File: src/rtl/comparador_serial_izq_der.sv
// Serial unsigned magnitude comparator. Latches two K-bit operands on start and
// scans one bit pair per clock, MSB-first (dir=0) or LSB-first (dir=1).
// After exactly K scan cycles it publishes A>B / A<B / A==B with a one-cycle done pulse.
module comparador_serial_izq_der #(
  parameter int unsigned K = 4
) (
  input  logic                       clk,
  input  logic                       reset,
  input  logic                       start,
  input  logic                       dir,
  input  logic [K-1:0]               A_valor,
  input  logic [K-1:0]               B_valor,
  output logic                       busy,
  output logic                       done,
  output logic                       A_mayor,
  output logic                       B_mayor,
  output logic                       iguales,
  output logic [$clog2(K+1)-1:0]     bit_cnt
);

  localparam int unsigned CW = $clog2(K + 1);
  localparam logic [CW-1:0] LastCnt = CW'(K - 1);

  typedef enum logic [1:0] {StIdle, StShift, StDone} state_e;

  state_e         state;
  logic [K-1:0]   a_sh;
  logic [K-1:0]   b_sh;
  logic           dir_q;
  logic           decided_q;
  logic           gt_q;
  logic           lt_q;

  logic           a_bit;
  logic           b_bit;
  logic           gt_d;
  logic           lt_d;
  logic           decided_d;

  // Compare the current bit pair and fold it into the running verdict.
  always_comb begin
    a_bit     = dir_q ? a_sh[0] : a_sh[K-1];
    b_bit     = dir_q ? b_sh[0] : b_sh[K-1];
    gt_d      = gt_q;
    lt_d      = lt_q;
    decided_d = decided_q;
    // MSB-first: first difference is final. LSB-first: last difference wins.
    if (a_bit != b_bit) begin
      if (dir_q || !decided_q) begin
        gt_d      = a_bit;
        lt_d      = b_bit;
        decided_d = 1'b1;
      end
    end
  end

  // Control FSM with registered outputs; running verdict stays internal until the last bit.
  always_ff @(posedge clk) begin
    if (reset) begin
      state     <= StIdle;
      a_sh      <= '0;
      b_sh      <= '0;
      dir_q     <= 1'b0;
      decided_q <= 1'b0;
      gt_q      <= 1'b0;
      lt_q      <= 1'b0;
      busy      <= 1'b0;
      done      <= 1'b0;
      A_mayor   <= 1'b0;
      B_mayor   <= 1'b0;
      iguales   <= 1'b0;
      bit_cnt   <= '0;
    end else begin
      case (state)
        StIdle: begin
          done <= 1'b0;
          if (start) begin
            a_sh      <= A_valor;
            b_sh      <= B_valor;
            dir_q     <= dir;
            decided_q <= 1'b0;
            gt_q      <= 1'b0;
            lt_q      <= 1'b0;
            A_mayor   <= 1'b0;
            B_mayor   <= 1'b0;
            iguales   <= 1'b0;
            bit_cnt   <= '0;
            busy      <= 1'b1;
            state     <= StShift;
          end
        end
        StShift: begin
          a_sh      <= dir_q ? (a_sh >> 1) : (a_sh << 1);
          b_sh      <= dir_q ? (b_sh >> 1) : (b_sh << 1);
          gt_q      <= gt_d;
          lt_q      <= lt_d;
          decided_q <= decided_d;
          bit_cnt   <= bit_cnt + CW'(1);
          if (bit_cnt == LastCnt) begin
            A_mayor <= gt_d;
            B_mayor <= lt_d;
            iguales <= ~(gt_d | lt_d);
            done    <= 1'b1;
            state   <= StDone;
          end
        end
        StDone: begin
          done  <= 1'b0;
          busy  <= 1'b0;
          state <= StIdle;
        end
        default: begin
          state <= StIdle;
        end
      endcase
    end
  end

endmodule

File: config.mk
export PLATFORM = sky130hd
export DESIGN_NAME = comparador_serial_izq_der
export DESIGN_NICKNAME = d
export VERILOG_FILES = /design/src/rtl/comparador_serial_izq_der.sv
export SDC_FILE = /design/constraint.sdc
export NUM_CORES = 1
export LEC_CHECK = 0
export CAP_MARGIN = 25
export CORE_MARGIN = 1.5
export CORE_UTILIZATION = 30
export DETAILED_ROUTE_END_ITERATION = 10
export PLACE_DENSITY_LB_ADDON = 0.25
export SKIP_LAST_GASP = 1
export SLEW_MARGIN = 30
export SYNTH_ARGS = -nofsm -noshare
export SYNTH_HDL_FRONTEND = slang
export SYNTH_SLANG_ARGS = --single-unit
File: constraint.sdc
create_clock -name clk -period 3.8 [get_ports clk]
set_clock_uncertainty 0.1 [all_clocks]
set_input_delay 0.95 -clock clk [delete_from_list [all_inputs] [get_ports clk]]
set_output_delay 0.95 -clock clk [all_outputs]
set_load 0.01 [all_outputs]
==> flow_results.xml, run 1 <==
<?xml version="1.0" encoding="UTF-8"?>
<metrics>
  <group name="detailed_routing">
    <metric name="drt_iter0_drc" unit="">44</metric>
    <metric name="wire_per_inst" unit="um">12.2</metric>
    <metric name="dr_total_vias" unit="">959</metric>
    <metric name="route.detailed.drc" unit="">0</metric>
    <metric name="avgViaCountPerCell" unit="">5.02</metric>
    <metric name="count_of_antenna_violating_nets_left_after_detailed_routing" unit="">0</metric>
    <metric name="drt_pass1_iterations" unit="">4</metric>
    <metric name="drt_wl_total" unit="um">2330</metric>
  </group>
  <group name="synth">
    <metric name="synth-edff-count" unit="">0</metric>
    <metric name="synth_top_area_cell" unit="">sky130_fd_sc_hd__dfxtp_1</metric>
    <metric name="synth-warning-count" unit="">0</metric>
    <metric name="synthDistinctLibCells" unit="">33</metric>
    <metric name="ys_top_cells_by_area" unit="">sky130_fd_sc_hd__dfxtp_1 (39%), sky130_fd_sc_hd__a211oi_1 (6.0%), sky130_fd_sc_hd__a21oi_1 (5.3%)</metric>
    <metric name="ys_dominant_reg_cell" unit="">sky130_fd_sc_hd__dfxtp_1</metric>
    <metric name="postSynthRegisterBits" unit="">22</metric>
    <metric name="post_syn_instances" unit="">129</metric>
    <metric name="synthesized_net_count" unit="">144</metric>
    <metric name="synth_top_cell_area_share" unit="">0.392</metric>
    <metric name="synth.cell_area" unit="mm2">0.00112</metric>
    <metric name="ys_async_sr_fraction" unit="">0</metric>
    <metric name="syn-mean-instance-area" unit="um2">8.72</metric>
    <metric name="synth-seq-area-share" unit="">0.392</metric>
  </group>
  <group name="grt">
    <metric name="grt_pass1_wl" unit="um">3930</metric>
    <metric name="grt_usage" unit="">0.119</metric>
    <metric name="via_count_of_the_first_global_routing_pass" unit="">904</metric>
    <metric name="antenna_found_initial" unit="">0</metric>
    <metric name="grt-ovfl-total" unit="">0</metric>
    <metric name="grt_max_degree" unit="">23</metric>
  </group>
  <group name="hold_path">
    <metric name="min_delay_worst_endpoint" unit="">B_mayor$_SDFFE_PP0P_</metric>
    <metric name="hold_path_class" unit="">reg2reg</metric>
    <metric name="hold-path-cell-count" unit="">2</metric>
    <metric name="holdCritStartpoint" unit="">B_mayor$_SDFFE_PP0P_</metric>
  </group>
  <group name="clocking">
    <metric name="cts.root.buffer_cell" unit="">sky130_fd_sc_hd__clkbuf_8</metric>
    <metric name="cts_sink_cnt" unit="">22</metric>
    <metric name="cts_max_level" unit="">1</metric>
    <metric name="cts-resized-gates" unit="">0</metric>
    <metric name="clock_tree.buffer_depth" unit="">2</metric>
    <metric name="cts_hold_repair.buffers" unit="">0</metric>
    <metric name="clk_pin_slew" unit="ps">80</metric>
    <metric name="cts_tree" unit="">done</metric>
    <metric name="cts_setup_buffers" unit="">0</metric>
    <metric name="clock_insertion_delay_worst_skew" unit="ps">260</metric>
    <metric name="tritoncts.num_buffers" unit="">3</metric>
  </group>
  <group name="final_layout">
    <metric name="layout.area.seq" unit="um2">440</metric>
    <metric name="areaGrowthSynthToFinish" unit="%">20.6</metric>
    <metric name="drive_gt1_frac" unit="">0.0699</metric>
    <metric name="multiInputGateArea" unit="um2">602</metric>
    <metric name="instances_no_fill" unit="">191</metric>
    <metric name="final.fill_count" unit="">385</metric>
    <metric name="nNetsFinal" unit="">160</metric>
    <metric name="n_antenna_cell" unit="">0</metric>
  </group>
  <group name="setup_path">
    <metric name="r2r_cells" unit="">4</metric>
    <metric name="worst_ep_arrival_time" unit="ps">2460</metric>
    <metric name="cp_data_required_time" unit="ps">3860</metric>
    <metric name="critPathLaunchType" unit="">primary input</metric>
    <metric name="critPathBufInv" unit="">2</metric>
    <metric name="critPathSlowestCell" unit="">sky130_fd_sc_hd__clkdlybuf4s50_1</metric>
    <metric name="timing.critical_path.cells" unit="">clkdlybuf4s50_1, nand3b_1, inv_1, a32o_1</metric>
    <metric name="reg2reg_slack" unit="ps">2190</metric>
    <metric name="criticalPathCategory" unit="">in2reg</metric>
    <metric name="critPathMaxFanout" unit="">22</metric>
    <metric name="r2r_start" unit="">state[0]$_SDFFE_PP0P_</metric>
    <metric name="worst-path-stages" unit="">4</metric>
    <metric name="slowest_delay" unit="ps">990</metric>
    <metric name="cp_top_family" unit="">buffers and inverters</metric>
    <metric name="setup.worst_path.end_class" unit="">register</metric>
    <metric name="critical_path.reg2reg.endpoint" unit="">a_sh[0]$_SDFFE_PP0P_</metric>
  </group>
  <group name="timing">
    <metric name="layout_min_cycle_time" unit="ps">2400</metric>
    <metric name="worst_pin_slew" unit="ps">799</metric>
    <metric name="rsz0062_at_grt" unit="">no</metric>
    <metric name="final.period_utilization" unit="">0.632</metric>
    <metric name="hold_violations" unit="">0</metric>
    <metric name="final-max-slew-violation-count" unit="">0</metric>
    <metric name="setup_viol_count_final" unit="">0</metric>
    <metric name="timing.slew.headroom" unit="">0.465</metric>
    <metric name="max_clock_freq" unit="MHz">416</metric>
    <metric name="setup_total_negative_slack" unit="ps">0</metric>
  </group>
  <group name="job">
    <metric name="drv_cap" unit="">0</metric>
  </group>
  <group name="floorplan">
    <metric name="floorplan.initialDensity" unit="">0.310</metric>
    <metric name="die_height" unit="um">64.2</metric>
    <metric name="io_pins" unit="">20</metric>
    <metric name="design.die.area" unit="mm2">0.00413</metric>
    <metric name="dieWidth" unit="um">64.2</metric>
    <metric name="fp-row-count" unit="">22</metric>
    <metric name="core-area" unit="mm2">0.00363</metric>
  </group>
  <group name="power">
    <metric name="p_leak" unit="nW">0.478</metric>
    <metric name="power_density" unit="mW/mm2">356</metric>
    <metric name="irDropWorstVdd" unit="uV">208</metric>
  </group>
  <group name="place">
    <metric name="io_buffer_count" unit="">19</metric>
    <metric name="routabilityCongestion" unit="">0.809</metric>
    <metric name="dpl.hpwl" unit="um">1670</metric>
    <metric name="post-place-cells" unit="">188</metric>
  </group>
  <group name="outcome">
    <metric name="run_status" unit="">finished clean</metric>
  </group>
</metrics>
## cell families (layout without fill, tap and decap cells)
logic type                 count (synthesis)  after routing  share of synthesized area
AOI/OAI and AO/OA                         39             39                      0.234
buffers and inverters                     14             28                     0.0734
muxes                                      5              5                     0.0489
adders and majority gates                  4              4                     0.0434
DFF                                       22             22                      0.392
and+or+nand+nor                           43             43                      0.194
xor gates and xnor gates                   2              2                     0.0156
## flip-flops by register name, summed over array words and instances (netlist names)
signal / cells
busy: 1
gt_q: 1
iguales: 1
done: 1
B_mayor: 1
b_sh: 4
dir_q: 1
A_mayor: 1
lt_q: 1
a_sh: 4
decided_q: 1
bit_cnt: 3
state: 2
## report_power, final
part           switching, W  internal [W]
clock             0.0000713     0.0000706
sequential        0.0000174      0.000243
combinational     0.0000384     0.0000413
## worst max path at each step
stage	from	to	slack [ps]
2_1_floorplan	start	iguales$_SDFFE_PP0P_	2100
3_3_place_gp	reset	iguales$_SDFFE_PP0P_	1150
3_5_place_dp	reset	iguales$_SDFFE_PP0P_	1120
4_1_cts	reset	iguales$_SDFFE_PP0P_	1400
5_1_grt	reset	iguales$_SDFFE_PP0P_	1290
6_report	reset	iguales$_SDFFE_PP0P_	1400
## Yosys cell counts (2+ instances only)
master / count
sky130_fd_sc_hd__ha_1: 3
sky130_fd_sc_hd__clkbuf_1: 2
sky130_fd_sc_hd__o211ai_1: 5
sky130_fd_sc_hd__a211oi_1: 9
sky130_fd_sc_hd__o21ai_0: 4
sky130_fd_sc_hd__nor3b_1: 3
sky130_fd_sc_hd__and3_1: 2
sky130_fd_sc_hd__o31ai_1: 3
sky130_fd_sc_hd__nand2_1: 12
sky130_fd_sc_hd__inv_1: 4
sky130_fd_sc_hd__a21oi_1: 12
sky130_fd_sc_hd__inv_2: 2
sky130_fd_sc_hd__buf_6: 2
sky130_fd_sc_hd__nand3b_1: 3
sky130_fd_sc_hd__nor3_1: 5
sky130_fd_sc_hd__nor2_1: 12
sky130_fd_sc_hd__dfxtp_1: 22
sky130_fd_sc_hd__mux2i_1: 4
sky130_fd_sc_hd__buf_4: 4
sky130_fd_sc_hd__nand2b_1: 3
## per-layer routing
metal | track usage | part of all wire | vias up
li1 | - | - | 489
met1 | 0.158 | 0.49 | 450
met2 | 0.190 | 0.46 | 18
met3 | 0.0335 | 0.042 | 2
met4 | 0.0266 | 0.0043 | 0
met5 | 0 | 0 | -
## cell usage in the layout, fill, tap and decap left out, drive strengths merged, types with 4 or more instances in the layout
master	instances
nor2	12
inv	6
mux2i	4
nand2	12
dfxtp	22
o211ai	5
nor3	5
o21ai	5
a21oi	12
a211oi	10
clkdlybuf4s50	19
## area by class of cell
class / count / share of cell area
well taps: 48 / 0.0443
flip-flops and latches: 22 / 0.325
multi-input cells: 93 / 0.444
inverters: 6 / 0.0166
clock buffers: 3 / 0.0304
repair buffers: 19 / 0.140
## worst reg2reg max path: cells and delay by family (launching register included)
family / cells / cell delay [ps]
flip-flops: 1 / 520
AO/OA/AOI/OAI: 2 / 290
AND/OR/NAND/NOR: 2 / 600
## metrics by stage
step	utilization	power (W)	hold slack [ps]	area [um2]	worst slack (ps)
global placement	0.362	0.000343	339	1320	1150
global route	0.373	0.000504	398	1360	1290
finish	0.373	0.000482	357	1360	1400
CTS	0.373	0.000486	362	1360	1400
floorplan	-	0.000321	344	1120	2100
detailed placement	0.362	0.000345	343	1320	1120
(Power assumes the default switching activity.)
==> inputs of run 2 (changes only) <==
==> constraint.sdc (replaced) <==
create_clock -name clk -period 2.1 [get_ports clk]
set_clock_uncertainty 0.1 [all_clocks]
set_input_delay 0.525 -clock clk [delete_from_list [all_inputs] [get_ports clk]]
set_output_delay 0.525 -clock clk [all_outputs]
set_load 0.01 [all_outputs]
==> run 2 against run 1 <==
  * First-iteration DRC count is 6.8% higher
  * Critical path type is now reg2out
  * Core utilization is 1.4 points higher
  * Critical path depth is 3 lower
  * Sequential power is 80% higher
  * Clock power is 110% higher
  * Via count is 3.5% higher
  * Cell count is 3.1% higher
==> flow_results.xml, run 2 (same netlist as run 1, synthesis figures left out) <==
<?xml version="1.0" encoding="UTF-8"?>
<metrics>
  <group name="outcome">
    <metric name="run_status" unit="">finished clean</metric>
  </group>
  <group name="clocking">
    <metric name="cts_max_level" unit="">1</metric>
    <metric name="clk_pin_slew" unit="ps">80</metric>
    <metric name="cts_sink_cnt" unit="">22</metric>
    <metric name="cts_hold_repair.buffers" unit="">0</metric>
    <metric name="cts.root.buffer_cell" unit="">sky130_fd_sc_hd__clkbuf_8</metric>
    <metric name="cts_tree" unit="">done</metric>
    <metric name="tritoncts.num_buffers" unit="">3</metric>
    <metric name="cts-resized-gates" unit="">0</metric>
    <metric name="clock_tree.buffer_depth" unit="">2</metric>
    <metric name="cts_setup_buffers" unit="">0</metric>
    <metric name="clock_insertion_delay_worst_skew" unit="ps">260</metric>
  </group>
  <group name="timing">
    <metric name="setup_total_negative_slack" unit="ps">0</metric>
    <metric name="timing.slew.headroom" unit="">0.555</metric>
    <metric name="hold_violations" unit="">0</metric>
    <metric name="final-max-slew-violation-count" unit="">0</metric>
    <metric name="max_clock_freq" unit="MHz">551</metric>
    <metric name="setup_viol_count_final" unit="">0</metric>
    <metric name="worst_pin_slew" unit="ps">666</metric>
    <metric name="final.period_utilization" unit="">0.865</metric>
    <metric name="rsz0062_at_grt" unit="">no</metric>
    <metric name="layout_min_cycle_time" unit="ps">1820</metric>
  </group>
  <group name="place">
    <metric name="routabilityCongestion" unit="">0.778</metric>
    <metric name="io_buffer_count" unit="">19</metric>
    <metric name="dpl.hpwl" unit="um">1850</metric>
    <metric name="post-place-cells" unit="">193</metric>
  </group>
  <group name="setup_path">
    <metric name="critPathSlowestCell" unit="">sky130_fd_sc_hd__clkdlybuf4s50_1</metric>
    <metric name="worst_ep_arrival_time" unit="ps">1190</metric>
    <metric name="critPathBufInv" unit="">1</metric>
    <metric name="cp_top_family" unit="">buffers and inverters</metric>
    <metric name="slowest_delay" unit="ps">550</metric>
    <metric name="timing.critical_path.cells" unit="">clkdlybuf4s50_1</metric>
    <metric name="criticalPathCategory" unit="">reg2out</metric>
    <metric name="cp_data_required_time" unit="ps">1470</metric>
    <metric name="setup.worst_path.end_class" unit="">primary output</metric>
    <metric name="critPathMaxFanout" unit="">4</metric>
    <metric name="critPathLaunchType" unit="">register</metric>
  </group>
  <group name="final_layout">
    <metric name="biggestRegsByFlops" unit="">a_sh (4), b_sh (4), bit_cnt (3)</metric>
    <metric name="final.fill_count" unit="">386</metric>
    <metric name="drive_gt1_frac" unit="">0.107</metric>
    <metric name="instances_no_fill" unit="">197</metric>
    <metric name="layout.cells.most_common_list" unit="">sky130_fd_sc_hd__dfxtp_1 (22), sky130_fd_sc_hd__clkdlybuf4s50_1 (19), sky130_fd_sc_hd__a21oi_1 (12), sky130_fd_sc_hd__nand2_1 (12), sky130_fd_sc_hd__nor2_1 (12)</metric>
    <metric name="most_common_cell_after_layout_fill_and_taps_aside" unit="">sky130_fd_sc_hd__dfxtp_1</metric>
    <metric name="n_antenna_cell" unit="">0</metric>
    <metric name="nNetsFinal" unit="">165</metric>
    <metric name="areaGrowthSynthToFinish" unit="%">25.1</metric>
  </group>
  <group name="detailed_routing">
    <metric name="drt_iter0_drc" unit="">47</metric>
    <metric name="avgViaCountPerCell" unit="">5.04</metric>
    <metric name="drt_wl_total" unit="um">2520</metric>
    <metric name="wire_per_inst" unit="um">12.8</metric>
    <metric name="route.detailed.drc" unit="">0</metric>
    <metric name="dr_total_vias" unit="">993</metric>
    <metric name="drt_pass1_iterations" unit="">4</metric>
    <metric name="count_of_antenna_violating_nets_left_after_detailed_routing" unit="">0</metric>
  </group>
  <group name="grt">
    <metric name="grt_usage" unit="">0.129</metric>
    <metric name="grt_pass1_wl" unit="um">4220</metric>
    <metric name="via_count_of_the_first_global_routing_pass" unit="">950</metric>
    <metric name="grt_max_degree" unit="">21</metric>
    <metric name="grt-ovfl-total" unit="">0</metric>
    <metric name="antenna_found_initial" unit="">0</metric>
  </group>
  <group name="power">
    <metric name="p_leak" unit="nW">0.509</metric>
    <metric name="power_density" unit="mW/mm2">662</metric>
    <metric name="irDropWorstVdd" unit="uV">394</metric>
    <metric name="design_power_total" unit="W">0.000932</metric>
  </group>
  <group name="floorplan">
    <metric name="floorplan.initialDensity" unit="">0.310</metric>
    <metric name="fp-row-count" unit="">22</metric>
    <metric name="io_pins" unit="">20</metric>
    <metric name="core-area" unit="mm2">0.00363</metric>
    <metric name="dieWidth" unit="um">64.2</metric>
    <metric name="design.die.area" unit="mm2">0.00413</metric>
    <metric name="die_height" unit="um">64.2</metric>
  </group>
  <group name="hold_path">
    <metric name="hold_path_class" unit="">reg2reg</metric>
  </group>
  <group name="job">
    <metric name="drv_cap" unit="">0</metric>
  </group>
</metrics>
## run 2: cell types whose count changed in the layout (fill, tap and decap cells not counted)
| cell | before | now |
|---|---|---|
| sky130_fd_sc_hd__clkbuf_8 | 3 | 4 |
| sky130_fd_sc_hd__buf_4 | 0 | 5 |
## run 2: path summary, 6_finish.rpt
kind | startpoint | slack (ps) | cells past startpoint | endpoint
max | bit_cnt[0]$_SDFFE_PP0P_ | 280 | 1 | bit_cnt[0]
min | B_mayor$_SDFFE_PP0P_ | 370 | 2 | B_mayor$_SDFFE_PP0P_
max reg2reg | dir_q$_SDFFE_PP0P_ | 460 | 3 | A_mayor$_SDFFE_PP0P_
min reg2reg | B_mayor$_SDFFE_PP0P_ | 370 | 2 | B_mayor$_SDFFE_PP0P_
## run 2: stage by stage
stage	setup slack [ps]	area (um2)	hold WS, ps	util
2_1_floorplan	607	1120	344	-
3_5_place_dp	160	1350	357	0.372
5_1_grt	241	1410	398	0.387
3_3_place_gp	191	1350	342	0.372
6_report	284	1410	370	0.387
4_1_cts	268	1410	376	0.387
## run 2: where the power goes
group          internal (W)  leakage (nW)  total [W]  switching (W)
Combinational     0.0000826         0.300   0.000157      0.0000749
Clock              0.000167        0.0288   0.000305       0.000138
Sequential         0.000440         0.180   0.000469      0.0000294
Total              0.000690         0.509   0.000932       0.000242
## run 2: metal layers
| layer | GRT usage | share of wire |
|---|---|---|
| met5 | 0 | 0 |
| met4 | 0.0346 | 0.0091 |
| met3 | 0.0370 | 0.046 |
| met2 | 0.206 | 0.48 |
| met1 | 0.170 | 0.47 |
## run 2: area by class of cell
type                            count  area, um2  area share
Clock buffer                        4       55.1      0.0391
Inverter                            6       22.5      0.0160
Multi-Input combinational cell     93        602       0.428
Sequential cell                    22        440       0.313
Tap cell                           48       60.1      0.0427
Timing Repair Buffer               24        228       0.162
==> inputs of run 3 (changes only) <==
--- a/config.mk
+++ b/config.mk
@@ -9,7 +9,7 @@
 export CORE_MARGIN = 1.5
 export CORE_UTILIZATION = 30
 export DETAILED_ROUTE_END_ITERATION = 10
-export PLACE_DENSITY_LB_ADDON = 0.25
+export PLACE_DENSITY = 0.58
 export SKIP_LAST_GASP = 1
 export SLEW_MARGIN = 30
 export SYNTH_ARGS = -nofsm -noshare
==> run 3 against run 2 <==
  * Hold slack got worse by 12 ps
  * Sequential power barely moved
  * Cell count fell by 0.51%
  * Critical path type unchanged
  * First-iteration DRC count fell by 34%
  * Sequential cell count did not move
  * Design area rose by 0.62%
  * Die area did not move
==> flow_results.xml, run 3 (same netlist as run 1, synthesis figures left out) <==
<?xml version="1.0" encoding="UTF-8"?>
<metrics>
  <group name="outcome">
    <metric name="run_status" unit="">finished clean</metric>
  </group>
  <group name="final_layout">
    <metric name="biggestRegsByFlops" unit="">a_sh (4), b_sh (4), bit_cnt (3)</metric>
    <metric name="drive_gt1_frac" unit="">0.101</metric>
    <metric name="nNetsFinal" unit="">164</metric>
    <metric name="final.fill_count" unit="">391</metric>
    <metric name="layout.cells.most_common_list" unit="">sky130_fd_sc_hd__dfxtp_1 (22), sky130_fd_sc_hd__clkdlybuf4s50_1 (19), sky130_fd_sc_hd__a21oi_1 (12), sky130_fd_sc_hd__nand2_1 (12), sky130_fd_sc_hd__nor2_1 (12)</metric>
    <metric name="final_area" unit="mm2">0.00142</metric>
    <metric name="most_common_cell_after_layout_fill_and_taps_aside" unit="">sky130_fd_sc_hd__dfxtp_1</metric>
    <metric name="layout.area.seq" unit="um2">440</metric>
    <metric name="multiInputGateArea" unit="um2">602</metric>
    <metric name="areaGrowthSynthToFinish" unit="%">25.9</metric>
    <metric name="n_antenna_cell" unit="">0</metric>
  </group>
  <group name="timing">
    <metric name="setup_total_negative_slack" unit="ps">0</metric>
    <metric name="layout_min_cycle_time" unit="ps">1820</metric>
    <metric name="final-max-slew-violation-count" unit="">0</metric>
    <metric name="hold_violations" unit="">0</metric>
    <metric name="worst_pin_slew" unit="ps">357</metric>
    <metric name="setup_viol_count_final" unit="">0</metric>
    <metric name="rsz0062_at_grt" unit="">no</metric>
    <metric name="max_clock_freq" unit="MHz">548</metric>
    <metric name="timing.slew.headroom" unit="">0.762</metric>
    <metric name="final.period_utilization" unit="">0.869</metric>
  </group>
  <group name="setup_path">
    <metric name="reg2reg_slack" unit="ps">520</metric>
    <metric name="worst-path-stages" unit="">1</metric>
    <metric name="criticalPathCategory" unit="">reg2out</metric>
    <metric name="critical_path.reg2reg.endpoint" unit="">A_mayor$_SDFFE_PP0P_</metric>
    <metric name="setup.worst_path.end_class" unit="">primary output</metric>
    <metric name="critPathMaxFanout" unit="">4</metric>
    <metric name="r2r_cells" unit="">6</metric>
    <metric name="setup.worst_path.start" unit="">bit_cnt[0]$_SDFFE_PP0P_</metric>
    <metric name="critPathLaunchType" unit="">register</metric>
    <metric name="worst_ep_arrival_time" unit="ps">1200</metric>
    <metric name="critPathSlowestCell" unit="">sky130_fd_sc_hd__clkdlybuf4s50_1</metric>
    <metric name="critPathBufInv" unit="">1</metric>
    <metric name="cp_top_family" unit="">buffers and inverters</metric>
    <metric name="timing.critical_path.cells" unit="">clkdlybuf4s50_1</metric>
    <metric name="cp_data_required_time" unit="ps">1470</metric>
    <metric name="r2r_start" unit="">bit_cnt[0]$_SDFFE_PP0P_</metric>
    <metric name="slowest_delay" unit="ps">550</metric>
    <metric name="endpoint" unit="">bit_cnt[0]</metric>
  </group>
  <group name="clocking">
    <metric name="cts_hold_repair.buffers" unit="">0</metric>
    <metric name="cts_max_level" unit="">1</metric>
    <metric name="cts.root.buffer_cell" unit="">sky130_fd_sc_hd__clkbuf_8</metric>
    <metric name="tritoncts.num_buffers" unit="">3</metric>
    <metric name="cts_setup_buffers" unit="">0</metric>
    <metric name="cts_sink_cnt" unit="">22</metric>
    <metric name="cts_tree" unit="">done</metric>
    <metric name="clock_insertion_delay_worst_skew" unit="ps">260</metric>
    <metric name="clock_tree.buffer_depth" unit="">2</metric>
    <metric name="cts-resized-gates" unit="">0</metric>
    <metric name="clk_pin_slew" unit="ps">80</metric>
  </group>
  <group name="power">
    <metric name="irDropWorstVdd" unit="uV">413</metric>
    <metric name="p_leak" unit="nW">0.511</metric>
    <metric name="internal_power" unit="W">0.000775</metric>
    <metric name="switching_share" unit="">0.236</metric>
    <metric name="seq_power_share" unit="">0.461</metric>
    <metric name="power_density" unit="mW/mm2">716</metric>
    <metric name="netSwitchingPower" unit="W">0.000240</metric>
    <metric name="share_clk_of_total_power" unit="">0.389</metric>
    <metric name="combPwrFrac" unit="">0.150</metric>
  </group>
  <group name="floorplan">
    <metric name="die_height" unit="um">64.2</metric>
    <metric name="dieWidth" unit="um">64.2</metric>
    <metric name="design.die.area" unit="mm2">0.00413</metric>
    <metric name="core-area" unit="mm2">0.00363</metric>
    <metric name="fp-row-count" unit="">22</metric>
    <metric name="floorplan.initialDensity" unit="">0.310</metric>
    <metric name="io_pins" unit="">20</metric>
  </group>
  <group name="detailed_routing">
    <metric name="drt_iter0_drc" unit="">31</metric>
    <metric name="drt_pass1_iterations" unit="">4</metric>
    <metric name="avgViaCountPerCell" unit="">4.88</metric>
    <metric name="wire_per_inst" unit="um">11.6</metric>
    <metric name="count_of_antenna_violating_nets_left_after_detailed_routing" unit="">0</metric>
    <metric name="route.detailed.drc" unit="">0</metric>
    <metric name="dr_total_vias" unit="">957</metric>
    <metric name="drt_wl_total" unit="um">2270</metric>
  </group>
  <group name="hold_path">
    <metric name="hold_path_class" unit="">reg2reg</metric>
    <metric name="holdCritStartpoint" unit="">B_mayor$_SDFFE_PP0P_</metric>
  </group>
  <group name="grt">
    <metric name="via_count_of_the_first_global_routing_pass" unit="">827</metric>
    <metric name="antenna_found_initial" unit="">0</metric>
    <metric name="grt_pass1_wl" unit="um">3660</metric>
    <metric name="grt-ovfl-total" unit="">0</metric>
    <metric name="grt_usage" unit="">0.113</metric>
    <metric name="grt_max_degree" unit="">21</metric>
  </group>
  <group name="place">
    <metric name="routabilityCongestion" unit="">0.765</metric>
    <metric name="io_buffer_count" unit="">19</metric>
    <metric name="dpl.hpwl" unit="um">1670</metric>
    <metric name="placedInstanceArea" unit="mm2">0.00135</metric>
  </group>
  <group name="job">
    <metric name="drv_cap" unit="">0</metric>
  </group>
</metrics>
==> run 3: layout make-up <==
cell class | count | share of cell area
multi-input cells | 93 | 0.425
clock inverters | 1 | 0.0212
inverters | 6 | 0.0159
flip-flops and latches | 22 | 0.311
clock buffers | 3 | 0.0292
well taps | 48 | 0.0424
repair buffers | 23 | 0.155
==> run 3: worst min-delay path by stage <==
stage / slack, ps / to / cells after the start
finish: 360 / B_mayor$_SDFFE_PP0P_ / 2
global route: 390 / B_mayor$_SDFFE_PP0P_ / 2
CTS: 360 / B_mayor$_SDFFE_PP0P_ / 2
detailed placement: 340 / B_mayor$_SDFFE_PP0P_ / 2
global placement: 340 / B_mayor$_SDFFE_PP0P_ / 2
floorplan: 340 / b_sh[2]$_SDFFE_PP0P_ / 2
==> run 3: metal layers <==
metal / vias to the layer above / GRT usage / part of all wire
met5: - / 0 / 0
met4: 0 / 0.0319 / 0.0092
met3: 2 / 0.0387 / 0.045
met2: 22 / 0.188 / 0.46
met1: 432 / 0.139 / 0.48
li1: 501 / - / -
==> run 3: power by group through the flow <==
stage | sequential (W) | combinational (W) | clock [W]
floorplan | 0.000469 | 0.000112 | 0
finish | 0.000468 | 0.000152 | 0.000395
global route | 0.000472 | 0.000169 | 0.000424
CTS | 0.000468 | 0.000153 | 0.000404
detailed placement | 0.000478 | 0.000153 | 0
global placement | 0.000477 | 0.000150 | 0
==> run 3: per-stage QoR <==
stage	util	worst slack (ps)	hold WS, ps	std cells	power, W
after floorplan	-	607	344	129	0.000580
after global placement	0.370	207	336	192	0.000627
after detailed placement	0.370	185	344	192	0.000631
after CTS	0.390	259	363	196	0.00103
after global routing	0.390	212	386	196	0.00107
final	0.390	276	357	196	0.00101
